===== src/rtl/serial_word_rx.sv =====
// serial_word_rx: deserializes start/32-bit/even-parity frames from a
// bit-strobe PHY, buffers good words in a small FIFO and drains them as OBI
// writes to a fixed mailbox address.
//
// Ports:
//   clk_i, rst_ni      clock, asynchronous active-low reset
//   sdi_valid_i, sdi_i serial bit strobe and value
//   writer_*           OBI write request channel (req/gnt/addr/we/be/wdata)
//   busy_o             a frame is being received
//   parity_err_o       one-cycle pulse, frame dropped on parity failure
//   overflow_o         one-cycle pulse, good frame dropped, FIFO full

module serial_word_rx #(
    parameter int unsigned            DATA_WIDTH  = 32,
    parameter int unsigned            ADDR_WIDTH  = 32,
    parameter logic [ADDR_WIDTH-1:0]  TARGET_ADDR = '0,
    parameter int unsigned            FIFO_DEPTH  = 2
) (
    input  logic                  clk_i,
    input  logic                  rst_ni,
    input  logic                  sdi_valid_i,
    input  logic                  sdi_i,
    output logic                  writer_req_o,
    input  logic                  writer_gnt_i,
    output logic [ADDR_WIDTH-1:0] writer_addr_o,
    output logic                  writer_we_o,
    output logic [3:0]            writer_be_o,
    output logic [DATA_WIDTH-1:0] writer_wdata_o,
    output logic                  busy_o,
    output logic                  parity_err_o,
    output logic                  overflow_o
);

    localparam int unsigned PTR_W = $clog2(FIFO_DEPTH);
    localparam int unsigned CNT_W = PTR_W + 1;
    localparam logic [4:0]  LAST_BIT = 5'(DATA_WIDTH - 1);
    localparam logic [CNT_W-1:0] FULL_CNT = CNT_W'(FIFO_DEPTH);

    typedef enum logic [1:0] {
        IDLE,
        DATA,
        PARITY
    } state_t;

    state_t                state_q, state_d;
    logic [4:0]            bit_cnt_q, bit_cnt_d;
    logic [DATA_WIDTH-1:0] shift_q, shift_d;
    logic                  perr_q, perr_d;
    logic                  ovf_q, ovf_d;
    logic                  frame_ok;

    logic [DATA_WIDTH-1:0] mem_q [FIFO_DEPTH];
    logic [PTR_W-1:0]      wptr_q, rptr_q;
    logic [CNT_W-1:0]      count_q;
    logic                  full, empty;
    logic                  push, pop;

    // ---------------- RX FSM ----------------

    always_ff @(posedge clk_i or negedge rst_ni) begin
        if (!rst_ni) begin
            state_q   <= IDLE;
            bit_cnt_q <= '0;
            shift_q   <= '0;
            perr_q    <= 1'b0;
            ovf_q     <= 1'b0;
        end else begin
            state_q   <= state_d;
            bit_cnt_q <= bit_cnt_d;
            shift_q   <= shift_d;
            perr_q    <= perr_d;
            ovf_q     <= ovf_d;
        end
    end

    always_comb begin
        state_d   = state_q;
        bit_cnt_d = bit_cnt_q;
        shift_d   = shift_q;
        perr_d    = 1'b0;
        frame_ok  = 1'b0;
        unique case (state_q)
            IDLE: begin
                if (sdi_valid_i && sdi_i) begin
                    state_d   = DATA;
                    bit_cnt_d = '0;
                end
            end
            DATA: begin
                if (sdi_valid_i) begin
                    // LSB-first: after all bits the first one sits at bit 0
                    shift_d   = {sdi_i, shift_q[DATA_WIDTH-1:1]};
                    bit_cnt_d = bit_cnt_q + 5'd1;
                    if (bit_cnt_q == LAST_BIT) begin
                        state_d = PARITY;
                    end
                end
            end
            PARITY: begin
                if (sdi_valid_i) begin
                    state_d = IDLE;
                    if ((^shift_q) ^ sdi_i) begin
                        perr_d = 1'b1;
                    end else begin
                        frame_ok = 1'b1;
                    end
                end
            end
            default: begin
                state_d = IDLE;
            end
        endcase
    end

    // ---------------- FIFO ----------------

    assign full  = (count_q == FULL_CNT);
    assign empty = (count_q == '0);
    assign pop   = writer_req_o && writer_gnt_i;

    // A full FIFO still takes the word when the head leaves this cycle.
    assign push  = frame_ok && (!full || pop);
    assign ovf_d = frame_ok && full && !pop;

    always_ff @(posedge clk_i or negedge rst_ni) begin
        if (!rst_ni) begin
            for (int i = 0; i < int'(FIFO_DEPTH); i++) begin
                mem_q[i] <= '0;
            end
            wptr_q  <= '0;
            rptr_q  <= '0;
            count_q <= '0;
        end else begin
            if (push) begin
                mem_q[wptr_q] <= shift_q;
                wptr_q        <= wptr_q + PTR_W'(1);
            end
            if (pop) begin
                rptr_q <= rptr_q + PTR_W'(1);
            end
            unique case ({push, pop})
                2'b10:   count_q <= count_q + CNT_W'(1);
                2'b01:   count_q <= count_q - CNT_W'(1);
                default: count_q <= count_q;
            endcase
        end
    end

    // ---------------- outputs ----------------

    assign writer_req_o   = !empty;
    assign writer_wdata_o = mem_q[rptr_q];
    assign writer_addr_o  = TARGET_ADDR;
    assign writer_we_o    = 1'b1;
    assign writer_be_o    = 4'hF;
    assign busy_o         = (state_q != IDLE);
    assign parity_err_o   = perr_q;
    assign overflow_o     = ovf_q;

endmodule

===== config.mk =====
export PLATFORM = sky130hd
export DESIGN_NAME = serial_word_rx
export DESIGN_NICKNAME = d
export VERILOG_FILES = /design/src/rtl/serial_word_rx.sv
export SDC_FILE = /design/constraint.sdc
export NUM_CORES = 1
export LEC_CHECK = 0
export ABC_CLOCK_PERIOD_IN_PS = 3300
export BUFFER_PORTS_ARGS = -buffer_cell sky130_fd_sc_hd__buf_4
export CELL_PAD_IN_SITES_DETAIL_PLACEMENT = 1
export CELL_PAD_IN_SITES_GLOBAL_PLACEMENT = 2
export CORE_UTILIZATION = 40
export DETAILED_ROUTE_END_ITERATION = 7
export PLACE_DENSITY = 0.89
export SLEW_MARGIN = 15
export SYNTH_ARGS = -nofsm -noshare
export SYNTH_HDL_FRONTEND = slang
export SYNTH_SLANG_ARGS = --single-unit

===== constraint.sdc =====
create_clock -name clk_i -period 3.3 [get_ports clk_i]
set_input_delay 0.165 -clock clk_i [delete_from_list [all_inputs] [get_ports clk_i]]
set_output_delay 0.165 -clock clk_i [all_outputs]
set_load 0.01 [all_outputs]

## Word level (Yosys, flattened, before mapping)

Cells that the tools add are included.

| word-level totals | value |
|---|---|
| flip-flop bits (word level) | 109 |
| output and inout bits | 73 |

| operators by class | value |
|---|---|
| $add $sub $neg | 5 |
| $lt $le $gt $ge | 3 |
| equal/unequal tests | 10 |
| mux-type cells | 21 |
| bitwise logic cells | 3 |
| reductions and logical operators | 19 |

Operator list:

| cell | number |
|---|---|
| 32-bit two-way mux | 4 |
| 64-bit bitwise mux | 1 |
| 32-bit demux with 1-bit select | 1 |
| 32-bit parity | 1 |
| 5-bit two-way mux | 2 |
| 5-bit one-hot mux with 2 select lines | 1 |
| 2-bit two-way mux | 4 |
| 2-bit != test, second input constant | 4 |
| 2-bit equality test, second input constant | 3 |
| 1-bit logical AND | 6 |
| 1-bit two-way mux | 6 |
| 2-bit one-hot mux with 3 select lines | 1 |
| 2-bit nonzero test | 3 |
| 5-bit by 1-bit adder with 5-bit output, second input constant | 1 |
| 5-bit equality test, second input constant | 1 |
| 2-bit by 1-bit equality test with 1-bit output, second input constant | 2 |
| 2-bit greater-or-equal comparator, second input constant | 2 |
| 2-bit logical NOT | 2 |
| 1-bit NOT with 2-bit output | 2 |
| 2-bit one-hot mux with 2 select lines | 1 |
| 4-bit AND reduction | 1 |
| 1-bit logical NOT | 3 |
| 3-bit AND reduction | 1 |
| 1-bit adder, second input constant | 2 |
| 6 further kinds | 6 |

## Longest topological paths before layout

| depth | value |
|---|---|
| word-level depth | 8 |
| mapped depth | 10 |
| depth with buffers taken out | 10 |

## Worst setup path after synthesis

Ideal clock, no wire load.

| timing | value |
|---|---|
| kind | register to register |
| from | reg shift_q[6] |
| to | reg mem_q[34] (netlist name) |
| setup time | 0.125 ns |
| data arrival time | 2.312 ns |
| required time | 3.175 ns |
| path slack | 0.863 ns |
| stages on the path, launching flop included | 10 |
| buffers on the path | 2 |
| cells stage by stage | dfrtp_1 > xor2_1 > xnor2_1 > xnor2_1 > xnor3_1 > xnor2_2 > and3b_1 > buf_6 > buf_12 > mux2_4 |

| between the ends | value |
|---|---|
| cells in the longest elaborated chain, start to end | 6 |

RTL lines:

| item | line | source |
|---|---|---|
| from (decl) | 47 | `logic [DATA_WIDTH-1:0] shift_q, shift_d;` |
| from (signal assigned) | 70 | `shift_q <= shift_d;` |
| 32-bit parity | 102 | `if ((^shift_q) ^ sdi_i) begin` |
| 1-bit bitwise XOR | 102 |  |
| 1-bit two-way mux | 102 |  |
| 1-bit two-way mux | 100 | `if (sdi_valid_i) begin` |
| 1-bit two-way mux | 82 | `unique case (state_q)` |
| 1-bit logical AND | 122 | `assign push = frame_ok && (!full \|\| pop);` |
| to (signal, indexed assignment) | 135 | `mem_q[wptr_q] <= shift_q;` |
| to (decl) | 52 | `logic [DATA_WIDTH-1:0] mem_q [FIFO_DEPTH];` |

Every way passes these cells.
A chain may end at the register's enable or synchronous reset.

## Final worst setup path

| timing | value |
|---|---|
| from | reg shift_q[6] |
| to | reg mem_q[32] (netlist name) |

Same word-level chain as after synthesis.

==> results.json <==
{
  "grt.overflow.total": 0,
  "async_flop_share_pct": 100.0,
  "boundaryPins": 78,
  "ir_drop_uv": 700.1,
  "power_mw": 4.967,
  "row_count": 41,
  "skew_ps": 9.085,
  "synth_area_per_cell_um2": 14.48,
  "regToRegStartpoint": "shift_q[6]",
  "path_class": "flip-flop to flip-flop",
  "cts_setup_buffers": 0,
  "globalplace.congestion": 0.7154,
  "hold_viol": 0,
  "p_int_mw": 3.261,
  "cts_sinks": 109,
  "grt_max_degree": 60,
  "postLayoutCoreUtil_pct": 46.71,
  "drc": 0,
  "max_stage_delay_ps": 460,
  "max_slew_margin_pct": 50.44,
  "dp_cells": 570,
  "rsz0062_at_grt": "false",
  "r2r_slack_ps": 520,
  "arrival_ps": 3000,
  "p_sw_share_pct": 34.35,
  "yosysTopAreaCell": "dfrtp_1",
  "hp-class": "primary input to flip-flop",
  "max_freq_mhz": 360.1,
  "cts-root-buf": "clkbuf_16",
  "synth_edf_count": 0,
  "ys_seq_area_share_pct": 51.32,
  "dpl.hpwl_mm": 6.367,
  "drv_cap": 0,
  "die_area_um2": 13750,
  "clk_latency_ps": 350,
  "clkPwrFrac_pct": 23.9,
  "core_area_um2": 12770,
  "synth.top_cells.by_area": "dfrtp_1, mux2_2, mux2_4",
  "maxSlewViolCount": 0,
  "ant_nets": 0,
  "ys_warn_count": 0,
  "h-tree-depth": 3,
  "vias_per_cell": 4.787,
  "wl_mm": 9.804,
  "reg2regPathDepth": 8,
  "cp.required_ps": 3530,
  "synth.distinct_cells": 31,
  "clockBufferDepth": 2,
  "cts_buffers": 9,
  "drt_pass1_iterations": 4,
  "path_common_cell": "xnor2_1",
  "ys_seq_elements": 109,
  "crit_end": "mem_q[32]",
  "cp-start-kind": "flip-flop",
  "combPwrFrac_pct": 38.5,
  "drtIter0Drc": 95,
  "fin_cells": 587,
  "gr-usage-all-layers_pct": 16.04,
  "ys_top_cells_by_count": "dfrtp_1, mux2_2, buf_4, mux2_4, xnor2_1",
  "nets": 418,
  "p_leak_nw": 2.983,
  "yosysTopAreaCellShare_pct": 51.32,
  "vias": 2810,
  "syn_to_final_growth_pct": 12.26,
  "wire_per_inst_um": 16.70,
  "power_density_nw_per_um2": 832.4,
  "ys_dominant_reg_cell": "dfrtp_1",
  "syn-cell-area_um2": 5315,
  "diodes": 0,
  "finalCritPeriodShare_pct": 84.16,
  "start_util_pct": 41.61,
  "cts_tree": "done",
  "status": "completed",
  "switching_power_mw": 1.706,
  "setup_viol": 0,
  "port_buffers": 40,
  "grt_pass1_vias": 3056,
  "startpoint": "shift_q[6]",
  "grt_pass1_wl_mm": 16.61,
  "critPathMaxFanout": 10,
  "drive_gt1_share_pct": 47.47,
  "clk_pin_slew_ps": 70,
  "r2r-end": "mem_q[32]",
  "whs_ps": 114.2,
  "finalSetupTns_ps": 0,
  "crit_chain": "xor2_1 -> xnor2_1 -> xnor2_1 -> xnor3_1 -> xnor2_2 -> and3b_2 -> buf_4 -> mux2_2",
  "worst_slew_pin_slew_ps": 743.4,
  "seq_power_share_pct": 37.6,
  "yosysMostFrequentCell": "dfrtp_1",
  "finalCriticalPeriod_ps": 2777,
  "end_kind": "flip-flop",
  "die_x_um": 117.3,
  "antenna_found_initial": 0,
  "dieHeight_um": 117.3,
  "syn_inst": 367,
  "cp_slowest_cell": "xnor3_1"
}
## layer usage
layer / track usage (%) / share of wire (%) / up-vias
li1: - / - / 1283
met1: 20.66 / 45 / 1470
met2: 26.86 / 51 / 47
met3: 3.450 / 3.0 / 10
met4: 5.316 / 1.4 / 0
met5: 0 / 0 / -
## layout by cell type, fill, tap and decap left out, types with 2 or more instances in the layout
cell       count
dfrtp_1      109
mux2_2        91
buf_4         47
mux2_4        37
conb_1        37
xnor2_1       28
clkbuf_16      9
nand2_1        7
xor2_1         6
nor2_1         5
o21ai_0        5
ha_1           3
or2_2          2
nor2b_1        2
a32o_1         2
nand3_1        2
nand2b_1       2
a22o_1         2
bufinv_16      2
clkbuf_8       2
## timing repair
action | CTS | global route
setup endpoints to repair | 0 | 0
hold endpoints to repair | 57 | 0
hold buffers | 1 | 0
resized for setup | 0 | 0
## layout make-up
type | instances | area (um2)
Clock buffer | 11 | 252.7
Inverter | 1 | 3.754
Fill cell | 1245 | 6807
Multi-Input combinational cell | 240 | 2303
Timing Repair Buffer | 49 | 382.9
Tap cell | 172 | 215.2
Clock inverter | 5 | 81.33
Sequential cell | 109 | 2728
## power by group through the flow
stage / registers [mW] / clock network, mW / logic [mW]
finish: 1.87 / 1.19 / 1.91
global route: 1.91 / 1.27 / 2.08
CTS: 1.87 / 1.22 / 1.94
detailed placement: 1.89 / 0 / 1.90
global placement: 1.86 / 0 / 1.80
floorplan: 1.78 / 0 / 1.61
## worst max-delay path, delay by kind of cell (launching register included)
family        cells  cell delay (ps)
xor+xnor          5             1360
flops             1              440
mux               1              360
simple gates      1              270
buf+inv           1              230
## through the flow
step / area (um2) / setup WS (ps)
detailed placement: 5623 / 568.4
CTS: 5967 / 473.3
global route: 5967 / 376.7
finish: 5967 / 522.7
floorplan: 5446 / 862.6
global placement: 5623 / 677.1
## flip-flops by register name, indices dropped and copies added (netlist names), 2 cells and up
name / count
mem_q: 64
shift_q: 32
count_q: 2
state_q: 2
bit_cnt_q: 5
## worst min path at each step
| stage | from | end | slack, ps | cells past startpoint |
|---|---|---|---|---|
| finish | sdi_i | shift_q[31] | 110 | 2 |
| global route | sdi_i | shift_q[31] | 110 | 2 |
| CTS | sdi_i | shift_q[31] | 110 | 2 |
| detailed placement | rst_ni | mem_q[5] | 280 | 1 |
| global placement | rst_ni | mem_q[5] | 260 | 1 |
| floorplan | rst_ni | bit_cnt_q[0] | -130 | 0 |
## cells by family (layout without fill, tap and decap cells)
| kind of cell | count (synthesis) | count (layout) | share of synthesized area, % |
|---|---|---|---|
| adder cells (fa/ha/maj) | 3 | 3 | 0.7063 |
| other | 2 | 37 | 0.1413 |
| multiplexers | 128 | 128 | 29.73 |
| AND/OR/NAND/NOR | 25 | 25 | 2.519 |
| AO/OA/AOI/OAI | 11 | 11 | 1.412 |
| flip-flops | 109 | 109 | 51.32 |
| XOR/XNOR | 36 | 36 | 6.333 |
| buffers and inverters | 53 | 66 | 7.839 |
Power figures use the tool's default switching activity.
